===== src/rtl/seq_shift_gen_if.sv =====
// seq_shift_gen_if: control inputs and sequence outputs of seq_shift_gen
// master drives button (raw push-button), load (strobe), load_data (parallel value);
// slave drives mode (0 ring, 1 Johnson, 2 LFSR, 3 hold), q (register), wrap (restart pulse)
interface seq_shift_gen_if #(
  parameter int WIDTH = 4
);
  logic button;
  logic load;
  logic [WIDTH-1:0] load_data;
  logic [1:0] mode;
  logic [WIDTH-1:0] q;
  logic wrap;
  modport master(output button, load, load_data, input mode, q, wrap);
  modport slave(input button, load, load_data, output mode, q, wrap);
endinterface


===== src/rtl/seq_shift_gen.sv =====
// seq_shift_gen: debounced-button mode selector driving a ring/Johnson/LFSR/hold shift register
// clk, rst (sync active-high); bus: seq_shift_gen_if.slave (button, load, load_data in; mode, q, wrap out)
// SEQ_SELF_CORRECT_EN: when defined, ring/LFSR ticks from illegal states reload the seed
module seq_shift_gen #(
  parameter int WIDTH = 4,
  parameter int DEBOUNCE_CYCLES = 16,
  parameter int DIV = 1
) (
  input logic clk,
  input logic rst,
  seq_shift_gen_if.slave bus
);
  localparam int DW = $clog2(DEBOUNCE_CYCLES + 1);
  localparam int PW = $clog2(DIV + 1);
  localparam logic [WIDTH-1:0] ONE = WIDTH'(1);
  // feedback taps as a bit mask, indexed by 0-based bit position
  localparam logic [7:0] TAPS = WIDTH == 3 ? 8'b0000_0110 :
                                WIDTH == 4 ? 8'b0000_1100 :
                                WIDTH == 5 ? 8'b0001_0100 :
                                WIDTH == 6 ? 8'b0011_0000 :
                                WIDTH == 7 ? 8'b0110_0000 : 8'b1011_1000;
  logic [1:0] sync;
  logic lvl, lvl_nxt, differ, settle, press, tick, fb, fix, wrap, wrap_nxt;
  logic [DW-1:0] db_cnt, db_nxt;
  logic [PW-1:0] pre, pre_nxt;
  logic [1:0] mode, mode_nxt, mode_inc;
  logic [WIDTH-1:0] q, q_nxt, step, cur_seed;

  function automatic logic [WIDTH-1:0] seed_of(input logic [1:0] m, input logic [WIDTH-1:0] cur);
    return m == 2'd1 ? '0 : m == 2'd3 ? cur : ONE;
  endfunction

  assign differ = sync[1] != lvl;
  assign settle = differ && db_cnt == DW'(DEBOUNCE_CYCLES - 1);
  assign press = settle && sync[1];
  assign tick = pre == PW'(DIV - 1);
  assign fb = ^(q & TAPS[WIDTH-1:0]);
  assign mode_inc = mode + 2'd1;
  assign cur_seed = seed_of(mode, q);

`ifdef SEQ_SELF_CORRECT_EN
  assign fix = (mode == 2'd0 && !$onehot(q)) || (mode == 2'd2 && q == '0);
`else
  assign fix = 1'b0;
`endif

  always_ff @(posedge clk) begin
    if (rst) begin
      sync <= '0;
      lvl <= 1'b0;
      db_cnt <= '0;
      pre <= '0;
      mode <= '0;
      q <= ONE;
      wrap <= 1'b0;
    end else begin
      sync <= {sync[0], bus.button};
      lvl <= lvl_nxt;
      db_cnt <= db_nxt;
      pre <= pre_nxt;
      mode <= mode_nxt;
      q <= q_nxt;
      wrap <= wrap_nxt;
    end
  end

  // load beats press beats tick; a press (or tick) losing to load is dropped
  always_comb begin
    db_nxt = differ && !settle ? db_cnt + DW'(1) : '0;
    lvl_nxt = settle ? sync[1] : lvl;
    step = mode == 2'd3 ? q :
           fix ? cur_seed :
           {q[WIDTH-2:0], mode == 2'd0 ? q[WIDTH-1] : mode == 2'd1 ? ~q[WIDTH-1] : fb};
    pre_nxt = (!bus.load && press) || tick ? '0 : pre + PW'(1);
    mode_nxt = !bus.load && press ? mode_inc : mode;
    q_nxt = bus.load ? bus.load_data :
            press ? seed_of(mode_inc, q) :
            tick ? step : q;
    wrap_nxt = !bus.load && !press && tick && mode != 2'd3 && !fix && step == cur_seed;
  end

  assign bus.mode = mode;
  assign bus.q = q;
  assign bus.wrap = wrap;
endmodule


===== src/flat_wrapper.sv =====
// flat-port wrapper written by rule: the top's interface ports become plain ports
module seq_shift_gen_flat 
#(
  parameter int WIDTH = 4,
  parameter int DEBOUNCE_CYCLES = 16,
  parameter int DIV = 1
)
  (clk, rst, bus_button, bus_load, bus_load_data, bus_mode, bus_q, bus_wrap);
  seq_shift_gen_if #(.WIDTH(WIDTH)) bus_i ();
  input logic clk;
  input logic rst;
  input wire logic [$bits(bus_i.button)-1:0] bus_button;
  input wire logic [$bits(bus_i.load)-1:0] bus_load;
  input wire logic [$bits(bus_i.load_data)-1:0] bus_load_data;
  output wire logic [$bits(bus_i.mode)-1:0] bus_mode;
  output wire logic [$bits(bus_i.q)-1:0] bus_q;
  output wire logic [$bits(bus_i.wrap)-1:0] bus_wrap;
  assign bus_i.button = bus_button;
  assign bus_i.load = bus_load;
  assign bus_i.load_data = bus_load_data;
  assign bus_mode = bus_i.mode;
  assign bus_q = bus_i.q;
  assign bus_wrap = bus_i.wrap;
  seq_shift_gen #(.WIDTH(WIDTH), .DEBOUNCE_CYCLES(DEBOUNCE_CYCLES), .DIV(DIV)) u_core (.clk(clk), .rst(rst), .bus(bus_i));
endmodule

===== config.mk =====
export PLATFORM = sky130hd
export DESIGN_NAME = seq_shift_gen_flat
export DESIGN_NICKNAME = d
export VERILOG_FILES = /design/src/rtl/seq_shift_gen_if.sv /design/src/rtl/seq_shift_gen.sv /design/src/flat_wrapper.sv
export SDC_FILE = /design/constraint.sdc
export NUM_CORES = 1
export LEC_CHECK = 0
export CORE_MARGIN = 4
export CORE_UTILIZATION = 35
export CTS_BUF_LIST = sky130_fd_sc_hd__clkbuf_8
export CTS_CLUSTER_SIZE = 12
export DETAILED_ROUTE_END_ITERATION = 8
export PLACE_DENSITY = 0.55
export SYNTH_ARGS = -nofsm -noshare
export SYNTH_HDL_FRONTEND = slang
export SYNTH_SLANG_ARGS = --single-unit

===== constraint.sdc =====
create_clock -name clk -period 2.9 [get_ports clk]
set_input_delay 0.58 -clock clk [delete_from_list [all_inputs] [get_ports clk]]
set_output_delay 0.58 -clock clk [all_outputs]
set_load 0.005 [all_outputs]

# After elaboration in Yosys (flattened, before gate mapping)
# Cells that the tools add are included.
# op_classes
n_eq_ne	10
add_sub_neg	3
reduce_logical	17
muxes	10
bitwise_logic	3
# op_table
operator	count
4-bit two-way mux	8
1-bit logical AND	8
5-bit by 1-bit adder with 5-bit output, second input constant	1
5-bit by 4-bit equality test with 1-bit output, second input constant	1
2-bit by 1-bit equality test with 1-bit output, second input constant	2
2-bit equality test, second input constant	2
4-bit equality test	1
4-bit inequality test, second input constant	1
2-bit OR reduction	2
4-bit XOR reduction	1
1-bit zero test	3
3-bit by 2-bit inequality test with 1-bit output, second input constant	1
1-bit NOT	3
2-bit by 1-bit adder with 2-bit output, second input constant	1
2-bit zero test	1
1-bit two-way mux	2
2-bit inequality test, second input constant	1
2-bit AND reduction	1
1-bit adder, second input constant	1
1-bit logical OR	1
1-bit inequality test	1
# word_totals
register_bits	16
input_bits	8
word_cells	50
output_inout_bits	7

# Logic depth before layout (Yosys ltp)
# Gate-level depths: netlist of the first run.
# logic_depth
ltp_word	8
depth_mapped	8

# Worst setup path before layout of the first run
# Ideal clock, no wire load.
# synth_path
path_type	register -> register
start	reg u_core.db_cnt[0]
end	reg u_core.q[0], in the netlist u_core.bus.q[0]
setup_slack_ps	848
stages_incl_launch_ff	9
arrival_time_ps	1930
period_less_slack_ps	2052
setup_ps	122
path_buffers	1
path_cell_list	dfxtp_1 > ha_1 > and3_1 > ha_1 > and3b_1 > buf_6 > mux2i_2 > mux2_4 > a221o_1
# synth_between
elab_chain_cells	5
# synth_lines
element	line_no	text
from (decl)	seq_shift_gen.sv:24	logic [DW-1:0] db_cnt, db_nxt;
from (signal assigned)	seq_shift_gen.sv:59	db_cnt <= db_nxt;
5-bit by 4-bit equality test with 1-bit output *	seq_shift_gen.sv:34	assign settle = differ && db_cnt == DW'(DEBOUNCE_CYCLES - 1);
1-bit logical AND *	seq_shift_gen.sv:34	
1-bit logical AND *	seq_shift_gen.sv:35	assign press = settle && sync[1];
4-bit inequality test (no line) (tied with other cells)	-	
2-bit AND reduction (no line) / 4-bit two-way mux (equally long branches)	-	
to (signal assigned)	seq_shift_gen.sv:62	q <= q_nxt;
to (decl)	seq_shift_gen.sv:27	logic [WIDTH-1:0] q, q_nxt, step, cur_seed;
# Mark *: on every way between the ends. The rest lies on a longest branch, timed or not.
# A chain may end at the register's enable or synchronous reset.

# Final worst setup path of the first run
# Same ends and word-level chain as after synthesis.

==> reports/metrics.yaml, run 1 <==
layout:
  fin_cells: 135
  syn2layout_area_growth_pct: 24.6
  antennaDiodeCount: 0
  design_area_um2: 1050
  final_layout_size_suffix_gt1_frac: 0.0841
  nets: 122
  fill_cells: 243
  mostFrequentLayoutCells: "16 x dfxtp_1, 14 x clkdlybuf4s50_1, 11 x nor2_1"
  layout_commonest_cell: "dfxtp_1"
synth:
  ys_ff_latch: 16
  ys_seq_area_frac: 0.379
  syn_inst: 92
  synth.distinct_cells: 33
  syn_avg_cell_area_um2: 9.18
  synth_area_um2: 845
  synth_fp_nets: 106
  ys_warn_count: 0
worst_setup_path:
  ff2ff_path_depth: 7
  end_kind: "flop"
  worstPathCellList: "ha_1, and3_1, ha_1, and3b_1, mux2i_2, nor2_1, a221o_1"
  worstPathArrival_ps: 2280
  crit_top_cell: "ha_1"
  slowest_stage: "mux2i_2"
  required_ps: 3040
  r2r_start: "u_core.db_cnt[0]"
  max_stage_delay_ps: 360
  rrSetupSlack_ps: 760
  crit_type: "flop to flop"
  crit_path_max_fanout: 6
  critPathLaunchType: "flop"
  timing.rr.end: "u_core.bus.q[0]"
drt:
  drc_errors: 0
  route.final.wire_length_um: 1560
  vias: 665
  dr.pass1.iters: 4
  viasPerCell: 4.93
  wl_met3_um: 97
  m1WireLength_um: 675
  highest_layer: "met4"
  wl_per_cell_um: 11.6
  drt_iter0_markers: 9
  antenna_left: 0
  met2_length_um: 769
cts:
  numCtsBuffers: 3
  h-tree-depth: 1
  post_cts_buffers: 0
  cts_hold_buf: 0
  clk_latency_ps: 250
  clockBufferDepth: 2
  path_clk_slew_ps: 60
  cts_tree: "built"
  ctsResizeCount: 0
  cts_root_buf: "clkbuf_8"
  cts_sinks: 16
global_routing:
  grt_overflow: 0
  track_usage: 0.111
  grt_first_pass_wirelength_um: 2770
  antenna_found_initial: 0
  grt_pass1_vias: 633
  grt_max_degree: 14
timing:
  fin_crit_sh: 0.737
  fin_crit_ps: 2140
  clock-skew-final_ps: 5.51
  finalHoldViolations: 0
  tns_ps: 0
  hold_slack_ps: 447
  setup_viol: 0
  rsz0062_at_grt: "false"
  drv_slew: 0
  fmax_mhz: 468
die:
  core_area_um2: 2250
  initial_core_util: 0.375
  num_rows: 17
  dieArea_um2: 3260
  die_y_um: 57.1
  die_w_um: 57.1
  io_pins: 15
placed_design:
  place_area_um2: 997
  dpl.hpwl_um: 1220
  port_buffers: 14
  gp_congestion: 0.859
  dp_cells: 131
pwr:
  power_density_nw_per_um2: 457
  ir_worst_vdd_uv: 303
  cellLeakagePower_uw: 0.000412
hold_path:
  hp-class: "flop to flop"
  hp-start: "u_core.sync[0]"
  hold_path_depth: 1
  whs_endpoint: "u_core.sync[1]"
status:
  outcome: "finished clean"
run:
  drv_cap: 0
-- registers in the layout, indices dropped and copies added, names as in the netlist --
| register | cells |
|---|---|
| u_core.db_cnt | 5 |
| u_core.bus.q | 4 |
| u_core.bus.mode | 2 |
| u_core.sync | 2 |
| u_core.bus.wrap | 1 |
| u_core.lvl | 1 |
| u_core.pre | 1 |
-- critical path: cells and delay by family, from the launching register on --
kind                       cells  cell delay (ps)
adders and majority gates      2              400
AOI/OAI and AO/OA              1              340
muxes                          1              360
DFF                            1              350
and+or+nand+nor                3              580
-- cells by family (layout without fill, tap and decap cells) --
family	count (synthesis)	after routing	share of synthesized area
buf+inv	9	24	0.0578
flops	16	16	0.379
simple gates	33	33	0.200
compound gates	14	14	0.111
xor+xnor	5	5	0.0518
mux	8	8	0.107
other cells	1	1	0.00444
fa+ha+maj	6	6	0.0889
-- layout make-up --
class                      instances  area (µm²)  share of cell area
multi-input combinational         67         475               0.452
sequential                        16         320               0.304
timing repair buffer              15         148               0.140
clock buffer                       4        55.1              0.0523
tap                               28        35.0              0.0333
inverter                           5        18.8              0.0178
-- routing by layer --
| layer | vias to the layer above | global-route usage |
|---|---|---|
| li1 | 346 | - |
| met1 | 302 | 0.127 |
| met2 | 12 | 0.183 |
| met3 | 5 | 0.0475 |
| met4 | 0 | 0.0397 |
| met5 | - | 0 |
-- per-stage QoR --
step	utilization	setup WS, ps	power, µW
after global placement	0.442	674	292
after CTS	0.467	759	493
final	0.467	763	481
after detailed placement	0.442	664	292
after global routing	0.467	613	510
after floorplan	-	848	266
-- power by group --
group / switching [µW] / internal, µW
combinational: 19.7 / 30.9
clock: 74.2 / 120
sequential: 8.76 / 227
total: 103 / 378
-- cells in the mapped netlist --
cell type,instances,share of area
or4_1,1,0.0089
nand2_1,3,0.013
and3_1,1,0.0074
a31o_2,1,0.010
a31oi_1,1,0.0074
and2b_1,1,0.0089
nor3_1,6,0.036
inv_1,5,0.022
buf_6,2,0.027
or3_1,1,0.0074
nand3b_1,1,0.0089
mux2_4,1,0.018
nor2b_1,3,0.022
nand2b_1,2,0.015
and3b_1,1,0.010
nor2_1,11,0.049
o31ai_1,3,0.027
nand3_1,1,0.0059
o21bai_1,1,0.0089
dfxtp_1,16,0.38
mux2_2,1,0.013
xnor2_1,4,0.041
a221o_1,1,0.012
a21oi_1,5,0.030
ha_1,6,0.089
clkbuf_1,2,0.0089
conb_1,1,0.0044
xor2_1,1,0.010
nor4_1,1,0.0074
o21ai_0,1,0.0059
mux2i_2,1,0.016
o311ai_1,1,0.010
mux2i_1,5,0.059
-- worst max path at each step --
stage,slack (ps),startpoint,end,cells past startpoint
after global routing,610,u_core.db_cnt[0],u_core.bus.q[0],7
after CTS,760,u_core.db_cnt[0],u_core.bus.q[0],7
after global placement,670,bus_load,u_core.bus.q[0],4
final,760,u_core.db_cnt[0],u_core.bus.q[0],7
after detailed placement,660,bus_load,u_core.bus.q[0],4
after floorplan,850,u_core.db_cnt[0],u_core.bus.q[0],8
Note: power is estimated with default switching activity, not from simulation.
==> run 2, diff against run 1 <==
==> constraint.sdc (replaced) <==
create_clock -name clk -period 2.25 [get_ports clk]
set_input_delay 0.45 -clock clk [delete_from_list [all_inputs] [get_ports clk]]
set_output_delay 0.45 -clock clk [all_outputs]
set_load 0.005 [all_outputs]
==> run 2 against run 1 <==
  * First-iteration DRC count down 56%
  * Sequential share of layout area shrank 0.39 points
  * Cell area up 1.3%
  * Core utilization up 0.61 points
  * Maximum frequency up 1.3%
  * Non-clock buffer count increased by 2
  * Register-to-register slack worse by 620 ps
  * Worst setup slack lost 620 ps
  * Via count is 2.4% higher
  * Clock power rose by 6%
  * Combinational power rose by 32%
  * Highest routed layer unchanged
==> reports/metrics.yaml, run 2 (synthesis gave the netlist of run 1 again) <==
layout:
  fin_cells: 136  # +0.74%
  final_layout_size_suffix_gt1_frac: 0.111  # +0.0270
  largest_register: "u_core.db_cnt"
  antennaDiodeCount: 0  # unchanged
  mostFrequentLayoutCells: "16 x dfxtp_1, 14 x clkdlybuf4s50_1, 11 x nor2_1"
  fill_cells: 238  # -2.1%
  design_area_um2: 1070  # +1.3%
  layout_commonest_cell: "dfxtp_1"
  syn2layout_area_growth_pct: 26.2
  nets: 124  # +1.6%
  largest_register_ffs: 5  # unchanged
  top_regs: "u_core.db_cnt: 5 flops, u_core.bus.q: 4 flops"
drt:
  vias: 681  # +2.4%
  drc_errors: 0  # unchanged
  drt_iter0_markers: 4  # -5
  antenna_left: 0  # unchanged
  dr.pass1.iters: 4  # unchanged
  route.final.wire_length_um: 1630  # +4.3%
  wl_per_cell_um: 12.0  # +3.6%
  viasPerCell: 5.01  # +1.7%
timing:
  fmax_mhz: 474  # +1.3%
  fin_ws_ps: 140  # -623 ps
  finalHoldViolations: 0  # unchanged
  clock-skew-final_ps: 4.61  # -0.894 ps
  rsz0062_at_grt: "false"
  setup_viol: 0  # unchanged
  fin_crit_ps: 2110  # -26.9 ps
  tns_ps: 0  # unchanged
  drv_slew: 0  # unchanged
  fin_crit_sh: 0.938  # +0.201
worst_setup_path:
  r2r_start: "u_core.db_cnt[0]"
  ff2ff_path_depth: 7  # unchanged
  rrSetupSlack_ps: 140  # -620 ps
  required_ps: 2380  # -660 ps
  critPathLaunchType: "flop"
  crit_type: "flop to flop"
  crit_path_max_fanout: 5  # -1
  crit_path_end: "u_core.bus.q[0]"
  timing.rr.end: "u_core.bus.q[0]"
  end_kind: "flop"
  worstPathArrival_ps: 2240  # -40 ps
  cp-startpoint: "u_core.db_cnt[0]"
cts:
  clk_latency_ps: 240  # about the same
  cts_sinks: 16  # unchanged
  path_clk_slew_ps: 60  # about the same
  numCtsBuffers: 3  # unchanged
  cts_hold_buf: 0  # unchanged
  cts_root_buf: "clkbuf_8"
  h-tree-depth: 1  # unchanged
  cts_tree: "built"
  clockBufferDepth: 2  # unchanged
global_routing:
  grt_first_pass_wirelength_um: 2920  # +5.2%
  grt_use_met1: 0.136  # +0.00882
  grtUsageMet3: 0.0362  # -0.0113
  antenna_found_initial: 0  # unchanged
  met2_usage: 0.188  # +0.00489
  gr-max-usage-layer: "met2"
  grt_max_degree: 13  # -1
  track_usage: 0.114  # +0.00351
  grt_overflow: 0  # unchanged
  grt_pass1_vias: 672  # +6.2%
die:
  die_y_um: 57.1  # unchanged
  dieArea_um2: 3260  # unchanged
  core_area_um2: 2250  # unchanged
  num_rows: 17  # unchanged
  die_w_um: 57.1  # unchanged
  io_pins: 15  # unchanged
  initial_core_util: 0.375  # unchanged
placed_design:
  dp_cells: 132  # +0.76%
  place_area_um2: 1000  # +0.75%
  gp_congestion: 0.795  # -7.4%
  port_buffers: 14  # unchanged
  post-place-ws_ps: 123  # -541 ps
  dpl.hpwl_um: 1230  # +1.3%
hold_path:
  hp-class: "flop to flop"
pwr:
  ir_worst_vdd_uv: 347  # +15%
  cellLeakagePower_uw: 0.000413  # +0.14%
  power_density_nw_per_um2: 542  # +19%
status:
  outcome: "finished clean"
run:
  drv_cap: 0  # unchanged
-- run 2: cell count changes in the layout (fill, tap and decap cells not counted) --
cell      delta
and3b_1      -1
ha_2         +1
and3b_2      +1
clkbuf_8     -1
ha_1         -1
mux2i_2      -1
mux2i_4      +1
buf_4        +2
-- run 2: layout make-up --
class                           instances  area, µm²  area share
Clock buffer                            3       41.3      0.0387
Multi-Input combinational cell         67        488       0.458
Sequential cell                        16        320       0.300
Tap cell                               28       35.0      0.0329
Timing Repair Buffer                   17        163       0.153
Inverter                                5       18.8      0.0176
-- run 2: how the worst min path moves through the flow --
stage / startpoint / to / slack, ps / depth (start not counted)
final: u_core.sync[0] / u_core.sync[1] / 440 / 1
after global routing: u_core.sync[0] / u_core.sync[1] / 460 / 1
after CTS: u_core.sync[0] / u_core.sync[1] / 440 / 1
after detailed placement: u_core.sync[0] / u_core.sync[1] / 430 / 1
after global placement: u_core.sync[0] / u_core.sync[1] / 430 / 1
after floorplan: u_core.sync[0] / u_core.sync[1] / 410 / 1
-- run 2: timing repair --
action	in CTS	in global routing
buffers inserted	0	1
gates resized for setup	0	3
endpoints found under the setup margin	0	1
hold endpoints to repair	0	0
-- run 2: power breakdown --
group	total [µW]	switching, µW	internal (µW)
sequential	304	11.5	293
clock	207	88.4	118
combinational	67.0	25.5	41.5
-- run 2: through the flow --
step | hold WS [ps] | utilization | total power [µW]
finish | 437 | 0.473 | 578
global route | 462 | 0.473 | 611
CTS | 445 | 0.464 | 590
detailed placement | 429 | 0.446 | 377
global placement | 427 | 0.446 | 378
floorplan | 414 | - | 343
-- run 2: worst max-delay path, cell delays in order, from the launching register on --
cell and delay [ps]:
dfxtp_1 320, ha_1 220, and3_1 190, ha_2 200, and3b_2 270, mux2i_4 220, mux2_4 260, a221o_1 320
-- run 2: metal layers --
layer  up-vias  share of wire
li1        351              -
met1       318           0.49
met2        10           0.47
met3         2          0.036
met4         0         0.0061
met5         -              0
